<file path="src/rtl/hazard_pkg.sv">
// Shared defaults, tracker entry layout and mode encodings for the hazard scoreboard.
package hazard_pkg;
  localparam int HZ_REG_W = 4;
  localparam int HZ_DEPTH = 2;

  typedef struct packed {
    logic                valid;
    logic [HZ_REG_W-1:0] dest;
    logic                wbEn;
    logic                memREn;
  } hz_entry_t;

  localparam logic HZ_MODE_STALL = 1'b0;
  localparam logic HZ_MODE_FWD   = 1'b1;
endpackage

</file>
<file path="src/rtl/hazard_tracker.sv">
// DEPTH-entry shift register of in-flight destinations; index 0 is the EXE stage.
module hazard_tracker
  import hazard_pkg::*;
#(
  parameter int REG_W = HZ_REG_W,
  parameter int DEPTH = HZ_DEPTH
) (
  input  logic                         clk,
  input  logic                         rst,
  input  logic                         flush,
  input  logic                         freeze,
  input  logic                         bubble,
  input  logic                         load_valid,
  input  logic [REG_W-1:0]             load_dest,
  input  logic                         load_wb,
  input  logic                         load_memr,
  output logic [DEPTH-1:0]             ent_valid,
  output logic [DEPTH-1:0][REG_W-1:0]  ent_dest,
  output logic [DEPTH-1:0]             ent_wb,
  output logic [DEPTH-1:0]             ent_memr
);

  always_ff @(posedge clk or negedge rst) begin
    if (!rst) begin
      ent_valid <= '0;
      ent_dest  <= '0;
      ent_wb    <= '0;
      ent_memr  <= '0;
    end else if (flush) begin
      // A taken branch always kills the EXE slot, even while frozen.
      ent_valid[0] <= 1'b0;
      if (!freeze) begin
        for (int k = DEPTH-1; k > 0; k--) begin
          ent_valid[k] <= ent_valid[k-1];
          ent_dest[k]  <= ent_dest[k-1];
          ent_wb[k]    <= ent_wb[k-1];
          ent_memr[k]  <= ent_memr[k-1];
        end
      end
    end else if (!freeze) begin
      for (int k = DEPTH-1; k > 0; k--) begin
        ent_valid[k] <= ent_valid[k-1];
        ent_dest[k]  <= ent_dest[k-1];
        ent_wb[k]    <= ent_wb[k-1];
        ent_memr[k]  <= ent_memr[k-1];
      end
      if (bubble) begin
        ent_valid[0] <= 1'b0;
      end else begin
        ent_valid[0] <= load_valid;
        ent_dest[0]  <= load_dest;
        ent_wb[0]    <= load_wb;
        ent_memr[0]  <= load_memr;
      end
    end
  end

endmodule

</file>
<file path="src/rtl/hazard_scoreboard.sv">
// ID-stage data-hazard detector: source/tracker comparators, mode mux and stall counter.
module hazard_scoreboard
  import hazard_pkg::*;
#(
  parameter int REG_W   = HZ_REG_W,
  parameter int NUM_SRC = 2,
  parameter int DEPTH   = HZ_DEPTH,
  parameter int CNT_W   = 16
) (
  input  logic                     clk,
  input  logic                     rst,
  input  logic [NUM_SRC*REG_W-1:0] srcRegIn,
  input  logic [NUM_SRC-1:0]       srcValidIn,
  input  logic                     issueValidIn,
  input  logic [REG_W-1:0]         destIn,
  input  logic                     wbEnIn,
  input  logic                     memREnIn,
  input  logic                     forwardENIn,
  input  logic                     flushIn,
  input  logic                     freezeIn,
  output logic                     HazardOut,
  output logic [CNT_W-1:0]         stallCntOut
);

  logic [DEPTH-1:0]            ent_valid;
  logic [DEPTH-1:0][REG_W-1:0] ent_dest;
  logic [DEPTH-1:0]            ent_wb;
  logic [DEPTH-1:0]            ent_memr;
  logic                        any_match;
  logic                        exe_match;
  logic                        mode_hit;
  logic [CNT_W-1:0]            stall_cnt;

  hazard_tracker #(.REG_W(REG_W), .DEPTH(DEPTH)) u_tracker (
    .clk        (clk),
    .rst        (rst),
    .flush      (flushIn),
    .freeze     (freezeIn),
    .bubble     (HazardOut),
    .load_valid (issueValidIn),
    .load_dest  (destIn),
    .load_wb    (wbEnIn),
    .load_memr  (memREnIn),
    .ent_valid  (ent_valid),
    .ent_dest   (ent_dest),
    .ent_wb     (ent_wb),
    .ent_memr   (ent_memr)
  );

  always_comb begin
    any_match = 1'b0;
    exe_match = 1'b0;
    for (int k = 0; k < DEPTH; k++) begin
      for (int i = 0; i < NUM_SRC; i++) begin
        if (ent_valid[k] && ent_wb[k] && srcValidIn[i] &&
            (ent_dest[k] == srcRegIn[i*REG_W +: REG_W])) begin
          any_match = 1'b1;
          if (k == 0) exe_match = 1'b1;
        end
      end
    end
  end

  // Forwarding covers everything except a load still in EXE.
  assign mode_hit  = (forwardENIn == HZ_MODE_FWD) ? (exe_match && ent_memr[0]) : any_match;
  assign HazardOut = issueValidIn && !flushIn && mode_hit;

  always_ff @(posedge clk or negedge rst) begin
    if (!rst)
      stall_cnt <= '0;
    else if (HazardOut && !freezeIn && !(&stall_cnt))
      stall_cnt <= stall_cnt + 1'b1;
  end

  assign stallCntOut = stall_cnt;

endmodule
</file>
<file path="config.mk">
export PLATFORM = sky130hd
export DESIGN_NAME = hazard_scoreboard
export DESIGN_NICKNAME = d
export VERILOG_FILES = /design/src/rtl/hazard_pkg.sv /design/src/rtl/hazard_tracker.sv /design/src/rtl/hazard_scoreboard.sv
export SDC_FILE = /design/constraint.sdc
export NUM_CORES = 1
export LEC_CHECK = 0
export CELL_PAD_IN_SITES_DETAIL_PLACEMENT = 0
export CELL_PAD_IN_SITES_GLOBAL_PLACEMENT = 2
export CORE_UTILIZATION = 30
export CTS_BUF_LIST = sky130_fd_sc_hd__clkbuf_2 sky130_fd_sc_hd__clkbuf_4 sky130_fd_sc_hd__clkbuf_8
export DETAILED_ROUTE_END_ITERATION = 7
export GPL_TIMING_DRIVEN = 1
export PLACE_DENSITY_LB_ADDON = 0.1
export SLEW_MARGIN = 40
export SYNTH_ARGS = -nofsm -noshare
export SYNTH_HDL_FRONTEND = slang
export SYNTH_SLANG_ARGS = --single-unit
</file>
<file path="constraint.sdc">
create_clock -name clk -period 2.2 [get_ports clk]
set_input_delay 0.44 -clock clk [delete_from_list [all_inputs] [get_ports clk]]
set_output_delay 0.44 -clock clk [all_outputs]
set_load 0.02 [all_outputs]
</file>
==> results.yml <==
setup_path:
  timing_worst_setup_path_type: "in -> out"
  critPathArrivalTime_ps: 1700
  cp-end-kind: "output port"
  path_max_fanout: 2
  required_ps: 1760
  critical_path.startpoint_type: "primary input"
global_route:
  grt_pass1_wl_um: 6016
  antenna_found_initial: 0
  grt_overflow: 0
  first_global_vias: 1294
  grt.total_usage: 0.1495
  grt_max_degree: 30
floorplan:
  ioPinCount: 39
  rows: 25
  start_util: 0.3197
  coreArea_um2: 4848
  die_height_um: 73.89
  die_area_um2: 5459
  fp.dieW_um: 73.89
yosys:
  synth_xor_area_frac: 0.1695
  yosys.cell_count.top_type: "dfrtp_1"
  yosysSeqAreaShare: 0.4681
  synth_compound_gate_area_share: 0.04600
  synthMuxAreaShare: 0.1009
  ys_seq_elements: 29
  postSynthAreaPerCell_um2: 11.23
  netlist.area_leader.share: 0.4681
  postSynthCellCount: 138
  ys_types: 27
  synth_largest_area_cell: "dfrtp_1"
  synth_commonest_cells: "dfrtp_1 (29), xor2_1 (18), mux2_2 (13)"
  synth_warnings: 0
  netlist_area_um2: 1550
  synthTopCellsByArea: "dfrtp_1 (47%), xor2_1 (10%), mux2_2 (9.4%), xnor2_1 (6.8%), nand3_1 (2.9%)"
  ys.flop_type: "dfrtp_1"
  async_flop_share: 1.000
  syn_nets: 161
  synth-edff-count: 0
  synth-adder-area-share: 0.008071
  synthSimpleGateAreaFrac: 0.1872
  synth_top_family_by_area: "simple AND/OR/NAND/NOR gates"
routing:
  drt_iter0_markers: 37
  ant_nets: 0
  drt-total-wl_um: 3670
  viasPerCell: 4.628
  wl_per_cell_um: 13.64
  firstDrtPassIters: 4
  routed-via-count: 1245
  drc: 0
cells_and_area:
  antenna_cells: 0
  n_fill_cell: 476
  drive_gt1_frac: 0.2921
  ff_latch_area_um2: 726.9
  area_growth_pct: 46.89
  multi_input_area_um2: 849.6
  nets: 224
timing:
  finalWorstSetupSlack_ps: 58.44
  finalSetupViolCount: 0
  slew_headroom: 0.7460
  period_needed_ps: 2142
  rsz0062_at_grt: "yes"
  slew_violations: 0
  timing.fmax_ghz: 0.4669
  fin_skew_ps: 4.012
  final.setup.tns_ps: 0
  final_hold_viol_count: 0
  fin_crit_sh: 0.9734
  tightest_slew_ps: 377.5
power:
  sequentialPowerShare: 0.487
  p_int_uw: 925.0
  p_leak_nw: 1.019
  power_density_nw_per_um2: 556.1
  combPwrFrac: 0.175
  ir_worst_vdd_mv: 0.2519
  power_switching_share: 0.2696
  pwr-share-clk: 0.338
  power_switching_uw: 341.5
clocking:
  cts_tree: "done"
  clk_pin_slew_ps: 60
  htreeDepth: 2
  numCtsBuffers: 5
  clkLatencyLatePin_ps: 280
  cts_sinks: 29
  cts_setup_buffers: 0
  ctsRootBufferMaster: "clkbuf_8"
  postCtsHoldBufs: 0
  cts_buffer_depth: 2
place:
  dp_slack_ps: -697.3
  io_buffers: 38
  gp_congestion: 0.7601
  post-dp-hpwl_um: 2816
flow_run:
  cap_violations: 0
hold_path:
  hp-class: "reg -> reg"
run_status:
  outcome: "finished, final reports clean"
## flip-flops by register name, indices dropped and copies added, names as in the netlist
signal	cells
u_tracker.ent_wb	2
stallCntOut	16
u_tracker.ent_valid	2
u_tracker.ent_dest	8
u_tracker.ent_memr	1
## cell type report
cell class / instances / share of cell area
repair buffers: 58 / 0.2264
well taps: 67 / 0.03681
multi-input cells: 103 / 0.3731
inverters: 4 / 0.006593
clock buffers: 5 / 0.03022
flip-flops and latches: 29 / 0.3192
clock inverters: 3 / 0.007692
## path summary, 6_finish.rpt
kind                                        from               endpoint  slack [ps]  cells after the start
setup / recovery                     srcRegIn[5]              HazardOut          60                      7
hold / removal                   stallCntOut[15]        stallCntOut[15]         490                      1
setup reg to reg           u_tracker.ent_dest[0]  u_tracker.ent_dest[3]         120                      8
hold reg to reg                  stallCntOut[15]        stallCntOut[15]         490                      1
max in group asynchronous                    rst  u_tracker.ent_dest[1]        1360                      2
min in group asynchronous                    rst    u_tracker.ent_wb[0]         550                      2
## stage by stage
stage / util / hold WS (ps) / instance area [um^2] / instances / power (mW)
after floorplan: - / 144.4 / 1555 / 138 / 0.7210
after global placement: 0.4441 / 479.8 / 2153 / 261 / 0.8360
after detailed placement: 0.4441 / 476.1 / 2153 / 261 / 0.8412
after CTS: 0.4663 / 489.2 / 2261 / 269 / 1.288
after global routing: 0.4697 / 512.4 / 2277 / 269 / 1.337
final: 0.4697 / 488.0 / 2277 / 269 / 1.266
## placed cells by master, fill, tap and decap left out, drive strengths merged, types with 4 or more instances in the layout
cell,instances
clkdlybuf4s50,27
nor2,8
inv,4
nor3,5
nand2,10
dfrtp,29
buf,21
mux2,13
nor4,4
clkbuf,5
and3,6
nand3,9
dlygate4sd2,10
xnor2,12
xor2,18
## power by group through the flow
stage          sequential, mW  combinational (mW)  clock, mW
6_report                0.617               0.222      0.428
5_1_grt                 0.621               0.246      0.470
4_1_cts                 0.614               0.222      0.452
3_5_place_dp            0.623               0.218          0
3_3_place_gp            0.621               0.215          0
2_1_floorplan           0.615               0.106          0
## cells by family (layout without fill, tap and decap cells)
kind of cell,Yosys count,count (layout)
xor gates and xnor gates,30,30
AOI/OAI and AO/OA,6,6
buffers and inverters,6,70
muxes,14,14
and+or+nand+nor,52,52
adders and majority gates,1,1
DFF,29,29
## critical path, stage by stage
cell           delay [ps]
dlygate4sd2_1         280
xor2_1                190
nor4_2                280
buf_4                 160
o31ai_4                60
nor3_2                130
buf_4                 170
## repair_timing
| item | in CTS | in global routing |
|---|---|---|
| resized for setup | 21 | 3 |
| gates cloned | 0 | 0 |
| setup endpoints to repair | 11 | 10 |
| pin swaps | 12 | 7 |
## per-layer routing
layer  share of wire  track usage  vias to the layer above
met3           0.039      0.04115                        7
li1                -            -                      608
met4           0.016      0.05769                        0
met2            0.50       0.2518                       28
met1            0.44       0.1808                      602
met5               0            0                        -
No activity file was read; power rests on OpenSTA's default activity.
